==> src/rtl/multi_wave_gen.sv <==
// Multi-channel DDS: per-channel phase accumulators share one pipelined CORDIC that
// produces sine, cosine and a mode-selected waveform (sine, cosine, triangle, square).
module multi_wave_gen #(
  parameter int unsigned OUT_W   = 12,
  parameter int unsigned PHASE_W = 16,
  parameter int unsigned NCH     = 4,
  localparam int unsigned CW     = (NCH > 1) ? $clog2(NCH) : 1
) (
  input  logic                    clock,
  input  logic                    reset,
  input  logic                    enable,
  input  logic                    cfg_we,
  input  logic [CW-1:0]           cfg_ch,
  input  logic [PHASE_W-1:0]      cfg_ftw,
  input  logic [PHASE_W-1:0]      cfg_off,
  input  logic [1:0]              cfg_mode,
  input  logic                    cfg_sync,
  output logic                    out_valid,
  output logic [CW-1:0]           out_ch,
  output logic signed [OUT_W-1:0] out_sin,
  output logic signed [OUT_W-1:0] out_cos,
  output logic signed [OUT_W-1:0] out_wave
);

  localparam int unsigned G  = 2;  // guard bits in the CORDIC datapath
  localparam int unsigned XW = OUT_W + G + 2;
  localparam int unsigned ZW = PHASE_W;

  localparam int                      AMP    = (2 ** (OUT_W - 1)) - 1;
  localparam logic signed [OUT_W-1:0] AMP_O  = OUT_W'(AMP);
  localparam logic signed [OUT_W-1:0] MIN_O  = {1'b1, {(OUT_W - 1){1'b0}}};
  localparam logic signed [XW-1:0]    AMP_X  = XW'(AMP);
  localparam logic signed [XW-1:0]    RND    = XW'(2 ** (G - 1));
  // Start vector pre-divided by the CORDIC gain (1/K = 0.60725 as Q0.32).
  localparam logic [63:0]             KINV   = 64'h9B74_EDA9;
  localparam logic [63:0]             X0_W   = ((64'(AMP) << G) * KINV + 64'h8000_0000) >> 32;
  localparam logic signed [XW-1:0]    X0     = XW'(X0_W);

  // atan(2^-i) as a fraction of a full turn, scaled from a 32-bit turn to ZW bits.
  function automatic logic [ZW-1:0] atan_ang(input int i);
    logic [32:0] t;
    int          sh;
    case (i)
      0:  t = 33'h2000_0000;  1:  t = 33'h12E4_051E;  2:  t = 33'h09FB_385B;
      3:  t = 33'h0511_11D4;  4:  t = 33'h028B_0D43;  5:  t = 33'h0145_D7E1;
      6:  t = 33'h00A2_F61E;  7:  t = 33'h0051_7C55;  8:  t = 33'h0028_BE53;
      9:  t = 33'h0014_5F2F;  10: t = 33'h000A_2F98;  11: t = 33'h0005_17CC;
      12: t = 33'h0002_8BE6;  13: t = 33'h0001_45F3;  14: t = 33'h0000_A2FA;
      15: t = 33'h0000_517D;  16: t = 33'h0000_28BE;  17: t = 33'h0000_145F;
      18: t = 33'h0000_0A30;  19: t = 33'h0000_0518;  20: t = 33'h0000_028C;
      21: t = 33'h0000_0146;  22: t = 33'h0000_00A3;  23: t = 33'h0000_0051;
      24: t = 33'h0000_0029;  25: t = 33'h0000_0014;  26: t = 33'h0000_000A;
      27: t = 33'h0000_0005;  28: t = 33'h0000_0003;  29: t = 33'h0000_0001;
      default: t = 33'h0;
    endcase
    sh = 32 - int'(ZW);
    if (sh <= 0) return ZW'(t);
    return ZW'((t + (33'd1 << (sh - 1))) >> sh);
  endfunction

  function automatic logic signed [OUT_W-1:0] scale(input logic signed [XW-1:0] v);
    logic signed [XW-1:0] r;
    r = (v + RND) >>> G;
    if (r > AMP_X) return AMP_O;
    if (r < -AMP_X) return -AMP_O;
    return OUT_W'(r);
  endfunction

  // Channel state and issue stage
  logic [CW-1:0]      ptr;
  logic [PHASE_W-1:0] acc    [NCH];
  logic [PHASE_W-1:0] ftw    [NCH];
  logic [PHASE_W-1:0] off    [NCH];
  logic [1:0]         mode_r [NCH];

  logic               iss_valid;
  logic [CW-1:0]      iss_ch;
  logic [PHASE_W-1:0] iss_p;
  logic [1:0]         iss_mode;

  always_ff @(posedge clock or posedge reset) begin
    if (reset) begin
      ptr       <= '0;
      iss_valid <= 1'b0;
      iss_ch    <= '0;
      iss_p     <= '0;
      iss_mode  <= '0;
      for (int i = 0; i < int'(NCH); i++) begin
        acc[i]    <= '0;
        ftw[i]    <= '0;
        off[i]    <= '0;
        mode_r[i] <= '0;
      end
    end else begin
      iss_valid <= enable;
      if (enable) begin
        iss_ch   <= ptr;
        iss_p    <= acc[ptr] + off[ptr];
        iss_mode <= mode_r[ptr];
        acc[ptr] <= acc[ptr] + ftw[ptr];
        ptr      <= (ptr == CW'(NCH - 1)) ? '0 : ptr + 1'b1;
      end
      // Placed after the issue update so a same-cycle write wins the accumulator.
      if (cfg_we) begin
        ftw[cfg_ch]    <= cfg_ftw;
        off[cfg_ch]    <= cfg_off;
        mode_r[cfg_ch] <= cfg_mode;
        if (cfg_sync) acc[cfg_ch] <= '0;
      end
    end
  end

  // Triangle and square from the issued phase; they ride the pipeline as aux.
  logic [OUT_W:0]          u;
  logic signed [OUT_W-1:0] tri_v;
  logic signed [OUT_W-1:0] sq_v;

  always_comb begin
    u = iss_p[PHASE_W-1 -: OUT_W + 1];
    // L - 2^(N-1) is L with its MSB flipped; 2^(N-1)-1-L is ~L with its MSB flipped.
    tri_v = u[OUT_W] ? {u[OUT_W-1], ~u[OUT_W-2:0]} : {~u[OUT_W-1], u[OUT_W-2:0]};
    if (tri_v == MIN_O) tri_v = -AMP_O;
    sq_v = iss_p[PHASE_W-1] ? -AMP_O : AMP_O;
  end

  // Fold stage (index 0) followed by OUT_W rotation stages (indices 1..OUT_W).
  logic                    vld  [OUT_W+1];
  logic [CW-1:0]           chs  [OUT_W+1];
  logic [1:0]              mds  [OUT_W+1];
  logic [1:0]              qs   [OUT_W+1];
  logic signed [OUT_W-1:0] auxs [OUT_W+1];
  logic signed [XW-1:0]    xs   [OUT_W+1];
  logic signed [XW-1:0]    ys   [OUT_W+1];
  logic signed [ZW-1:0]    zs   [OUT_W];

  always_ff @(posedge clock or posedge reset) begin
    if (reset) begin
      for (int i = 0; i <= int'(OUT_W); i++) begin
        vld[i]  <= 1'b0;
        chs[i]  <= '0;
        mds[i]  <= '0;
        qs[i]   <= '0;
        auxs[i] <= '0;
        xs[i]   <= '0;
        ys[i]   <= '0;
      end
      for (int i = 0; i < int'(OUT_W); i++) zs[i] <= '0;
    end else begin
      vld[0]  <= iss_valid;
      chs[0]  <= iss_ch;
      mds[0]  <= iss_mode;
      qs[0]   <= iss_p[PHASE_W-1 -: 2];
      auxs[0] <= iss_mode[0] ? sq_v : tri_v;
      xs[0]   <= X0;
      ys[0]   <= '0;
      zs[0]   <= {2'b00, iss_p[PHASE_W-3:0]};
      for (int i = 0; i < int'(OUT_W); i++) begin
        vld[i+1]  <= vld[i];
        chs[i+1]  <= chs[i];
        mds[i+1]  <= mds[i];
        qs[i+1]   <= qs[i];
        auxs[i+1] <= auxs[i];
        if (zs[i][ZW-1]) begin
          xs[i+1] <= xs[i] + (ys[i] >>> i);
          ys[i+1] <= ys[i] - (xs[i] >>> i);
        end else begin
          xs[i+1] <= xs[i] - (ys[i] >>> i);
          ys[i+1] <= ys[i] + (xs[i] >>> i);
        end
      end
      for (int i = 0; i < int'(OUT_W) - 1; i++) begin
        zs[i+1] <= zs[i][ZW-1] ? zs[i] + atan_ang(i) : zs[i] - atan_ang(i);
      end
    end
  end

  // Post stage: round, saturate, undo the quadrant fold.
  logic signed [OUT_W-1:0] sy, cx, sin_d, cos_d;

  always_comb begin
    sy    = scale(ys[OUT_W]);
    cx    = scale(xs[OUT_W]);
    sin_d = sy;
    cos_d = cx;
    unique case (qs[OUT_W])
      2'd0: begin sin_d = sy;  cos_d = cx;  end
      2'd1: begin sin_d = cx;  cos_d = -sy; end
      2'd2: begin sin_d = -sy; cos_d = -cx; end
      2'd3: begin sin_d = -cx; cos_d = sy;  end
      default: ;
    endcase
  end

  logic                    post_valid;
  logic [CW-1:0]           post_ch;
  logic [1:0]              post_mode;
  logic signed [OUT_W-1:0] post_sin, post_cos, post_aux;

  always_ff @(posedge clock or posedge reset) begin
    if (reset) begin
      post_valid <= 1'b0;
      post_ch    <= '0;
      post_mode  <= '0;
      post_sin   <= '0;
      post_cos   <= '0;
      post_aux   <= '0;
      out_valid  <= 1'b0;
      out_ch     <= '0;
      out_sin    <= '0;
      out_cos    <= '0;
      out_wave   <= '0;
    end else begin
      post_valid <= vld[OUT_W];
      post_ch    <= chs[OUT_W];
      post_mode  <= mds[OUT_W];
      post_sin   <= sin_d;
      post_cos   <= cos_d;
      post_aux   <= auxs[OUT_W];
      out_valid  <= post_valid;
      if (post_valid) begin
        out_ch  <= post_ch;
        out_sin <= post_sin;
        out_cos <= post_cos;
        unique case (post_mode)
          2'd0:    out_wave <= post_sin;
          2'd1:    out_wave <= post_cos;
          default: out_wave <= post_aux;
        endcase
      end
    end
  end

endmodule

==> config.mk <==
export PLATFORM = sky130hd
export DESIGN_NAME = multi_wave_gen
export DESIGN_NICKNAME = d
export VERILOG_FILES = /design/src/rtl/multi_wave_gen.sv
export SDC_FILE = /design/constraint.sdc
export NUM_CORES = 2
export LEC_CHECK = 0
export BUFFER_PORTS_ARGS = -buffer_cell sky130_fd_sc_hd__buf_2
export CELL_PAD_IN_SITES_DETAIL_PLACEMENT = 0
export CELL_PAD_IN_SITES_GLOBAL_PLACEMENT = 1
export CORE_ASPECT_RATIO = 0.6
export CORE_UTILIZATION = 32
export CTS_CLUSTER_DIAMETER = 60
export CTS_CLUSTER_SIZE = 8
export DETAILED_ROUTE_END_ITERATION = 12
export GPL_TIMING_DRIVEN = 0
export PLACE_DENSITY_LB_ADDON = 0.1
export SYNTH_ARGS = -nofsm -noshare
export SYNTH_HDL_FRONTEND = slang
export SYNTH_SLANG_ARGS = --single-unit
==> constraint.sdc <==
create_clock -name clock -period 35.7 [get_ports clock]
set_input_delay 5.355 -clock clock [delete_from_list [all_inputs] [get_ports clock]]
set_output_delay 5.355 -clock clock [all_outputs]
set_load 0.02 [all_outputs]
Word level (Yosys, flattened, before mapping)
Index checks and enable logic that the tools add are counted.

word-level totals
  bits in registers = 1093
  output and inout bits = 39
  word-level logic and storage cells = 306

operators by class
  add/sub/neg operators = 70
  $lt $le $gt $ge = 8
  eq/ne operators = 6
  multiplexer cells = 79
  bitwise operators = 6
  reductions and logical operators = 4

operators with widths
  cell                   number
  $mux 16                40
  $bwmux 64              3
  $mux 64                3
  $mux 12                12
  $bmux 16 s2            3
  $pmux 12 s4            2
  $and 64x64->64         1
  $demux 16 s2           2
  $not 64->64            1
  $add 16x10->16         2
  $add 16x11->16         2
  $add 16x12->16         2
  $add 16x13->16         2
  $add 16x14->16         2
  $add 16x16->16         2
  $add 16x3->16 const B  2
  $add 16x5->16          2
  $add 16x6->16          2
  $add 16x7->16          2
  $add 16x8->16          2
  $add 16x9->16          2
  $sub 16x10->16         2
  $sub 16x11->16         2
  $sub 16x12->16         2
  other kinds (50)       76

Logic depth before layout (Yosys ltp)
  depth after elaboration = 10
  mapped depth = 17
  gate-level depth less buffers = 15

Worst setup path after synthesis
Ideal clock, no wire load.

  path type = input-to-reg
  start = in cfg_ch[1]
  end = reg acc[53] in the netlist's numbering
  library setup time = 0.132 ns
  arrival = 6.697 ns
  data required time = 35.568 ns
  path slack = 28.871 ns
  stages on the path = 5
  buffers on the path = 2
  cell sequence = nor3b_1 > and2_0 > clkbuf_1 > clkbuf_1 > nor2_1

on the way
  longest elaborated chain between the ends = 9

ends and longest elaborated chain
  element                                                         line  RTL
  from (decl)                                                     13    input logic [CW-1:0] cfg_ch,
  $not 2->3 (not written as such) (*)                             108   if (cfg_sync) acc[cfg_ch] <= '0;
  $ge 3x3->1 (not written as such) or $lt 3x1->1 (tied branches)  108
  $logic_and 1x1->1 (not written as such)                         108
  $mux 16 (not written as such)                                   108
  $demux 16 s2 (*)                                                108
  $not 64->64 (no line) (*)                                       -
  $and 64x64->64 (no line) (*)                                    -
  $mux 64 (*)                                                     108
  $mux 64 (*)                                                     104   if (cfg_we) begin
  to (signal, indexed assignment)                                 100   acc[ptr] <= acc[ptr] + ftw[ptr];
  to (decl)                                                       71    logic [PHASE_W-1:0] acc [NCH];

Every way passes the cells marked *; elsewhere a longest branch is shown, timed or not.
A chain may end at the register's enable or synchronous reset.

Worst setup path in the final report
Ends and elaborated chain as after synthesis.

==> results.yml <==
outcome:
  outcome: "finished, final reports clean"
final_layout:
  multi_input_area_mm2: 0.0300
  seq_area_mm2: 0.0262
  drive_above_1_share_pct: 10.9
  stdcell_count: 8024
  layout_common_cells: "dfrtp_1, ha_1, nor2_1, a21oi_1, xnor2_1"
  layout_commonest_cell: "dfrtp_1"
  flow.area_growth_from_synthesis_pct: 13.7
  nets: 6199
  fill_cells: 17800
setup_path:
  path_class: "in -> reg"
  path_cells: "buf_2 -> nor3b_1 -> and2_0 -> clkbuf_1 -> clkbuf_1 -> nor2_1"
  endpoint_kind: "flip-flop"
  cp_top_family: "simple AND/OR/NAND/NOR gates"
  crit-reg2reg-launch: "ptr[0]"
  critical_path.most_common_cell: "clkbuf_1"
  startpoint_type: "input port"
  crit_buf_inv: 3
  timing.reg2reg.setup_slack_ns: 29.46
  crit_fanout: 10
  crit_arrival_ns: 7.88
  reg2reg_depth: 14
  worstReg2RegEnd: "acc[62]"
  max_stage_delay_ns: 1.08
  crit_required_ns: 36.32
  crit_slowest_cell: "nor3b_1"
  startpoint: "cfg_ch[1]"
timing:
  worstMarginPinSlew_ns: 1.37
  max_freq_mhz: 138
  fin_skew_ns: 0.0540
  rsz0062_at_grt: "no"
  fin_crit_ns: 7.26
  drv_slew: 0
  holdWs_ns: 0.314
  hold_viol: 0
  period_share_pct: 20.3
  slew_headroom_pct: 8.51
  setup-tns-final_ns: 0
  setup_viol: 0
clock_network:
  root_buffer: "clkbuf_16"
  cts_tree: "built"
  cts.sinks: 1045
  clock_path_buffers: 4
  insertion_delay_ns: 0.79
  post_cts_resized: 0
  numCtsBuffers: 159
  clk_pin_slew_ns: 0.05
  htree_levels: 4
  cts_setup_buffers: 0
  postCtsHoldBufs: 0
drt:
  drtIter0Drc: 2968
  dr.pass1.iters: 6
  routedWlPerCell_um: 19.4
  wl_um: 155000
  drc: 0
  vias: 40800
  antenna_left: 0
  vias_per_cell: 5.09
synth:
  ys_seq_area_share_pct: 45.4
  synth-edff-count: 0
  synth_mux_area_share_pct: 6.84
  synthAdderAreaFrac_pct: 12.0
  avgSynthCellArea_um2: 10.7
  synth_top_family_by_area: "compound AO/OA/AOI/OAI gates"
  syn_area_mm2: 0.0576
  synthSimpleGateAreaFrac_pct: 11.8
  synth-seq-cells: 1045
  synth_compound_area_share_pct: 13.4
  syn_inst: 5376
  synth-xor-area-share_pct: 8.12
  yosysUniqueCellTypes: 88
  syn_nets: 5950
  synth_flop_cell: "dfrtp_1"
  synthArstFlopShare_pct: 100
  yosysWarnings: 0
floorplan:
  initial_utilization_pct: 32.2
  pin_count: 80
  dieArea_mm2: 0.182
  fp.dieW_um: 550
  row_count: 120
  chipHeight_um: 331
  core_mm2: 0.179
placed_design:
  port_buffers: 79
  place.gp.congestion: 0.827
  dp_hpwl_um: 119000
  placedCellCount: 7843
grt:
  overflow: 0
  antenna_found_initial: 5
  first_global_vias: 40000
  grt.total_usage_pct: 17.2
  grt_pass1_wl_um: 243000
  grt_max_degree: 132
min_path:
  holdCritPathClass: "reg -> reg"
  min-delay-start: "auxs[134]"
  hold_end: "auxs[122]"
  hold_depth: 0
flow_run:
  cap_violations: 0
[cells by family after synthesis]
family / after synthesis
muxes: 299
xor gates and xnor gates: 532
adders and majority gates: 533
DFF: 1045
other: 1
and+or+nand+nor: 1420
buffers and inverters: 367
AOI/OAI and AO/OA: 1179
[worst reg2reg max path, cell delays in order (launching register included)]
cell      delay (ns)
dfrtp_1         0.41
clkbuf_1        0.51
clkbuf_1        0.88
buf_1           0.78
mux4_2          0.71
ha_1            0.29
fa_1            0.44
a211o_1         0.31
a21oi_1         0.19
o21ai_0         0.22
a211oi_1        0.46
o31ai_1         0.22
a21oi_1         0.22
xor2_1          0.32
o22ai_1         0.14
[final cells by class]
class / instances / area share, %
Buffer: 128 / 0.780
Clock inverter: 10 / 0.277
Tap cell: 2379 / 4.55
Inverter: 239 / 1.38
Multi-Input combinational cell: 3964 / 45.9
Clock buffer: 165 / 6.21
Timing Repair Buffer: 88 / 0.983
Antenna cell: 6 / 0.0229
Sequential cell: 1045 / 40.0
[stage by stage]
stage	utilization, %	setup WS (ns)	instance area, um^2
detailed placement	34.3	27.54	61200
finish	36.7	28.44	65500
CTS	36.7	28.38	65400
global placement	34.1	-11.94	60900
global route	36.7	28.05	65400
floorplan	-	0.933	57600
[sequential cells by signal, summed over array words and instances (netlist names), 64 cells and up]
signal,flops
acc,64
auxs,156
ftw,64
off,64
xs,165
ys,159
zs,171
[layer usage]
metal / vias up / track usage [%] / wire length (um)
met5: - / 0 / 0
met4: 0 / 3.17 / 2220
li1: 19800 / - / -
met1: 20000 / 29.8 / 90000
met3: 173 / 3.93 / 10300
met2: 860 / 20.3 / 52800
[synthesized netlist by cell type (all sizes together), types with 115 or more instances]
| master | instances | area [um^2] |
|---|---|---|
| xor2 | 171 | 1500 |
| nor2 | 445 | 1670 |
| a21oi | 387 | 1940 |
| o21ai | 194 | 971 |
| inv | 234 | 878 |
| nand3 | 115 | 576 |
| dfrtp | 1045 | 26200 |
| xnor2 | 360 | 3150 |
| nor3 | 192 | 972 |
| nand2 | 304 | 1140 |
| mux2 | 207 | 2330 |
| ha | 502 | 6280 |
[worst max-delay path by stage]
stage / to / slack, ns / cells past startpoint
global placement: out_cos[0] / -11.94 / 2
detailed placement: post_mode[1] / 27.54 / 6
CTS: post_aux[6] / 28.38 / 6
global route: post_aux[6] / 28.05 / 6
floorplan: acc[0] / 0.93 / 1
finish: acc[53] / 28.44 / 6
Power is left out: the tool's default activity adds up to more than one toggle a clock period on the data nets, which glitch-free logic cannot reach.
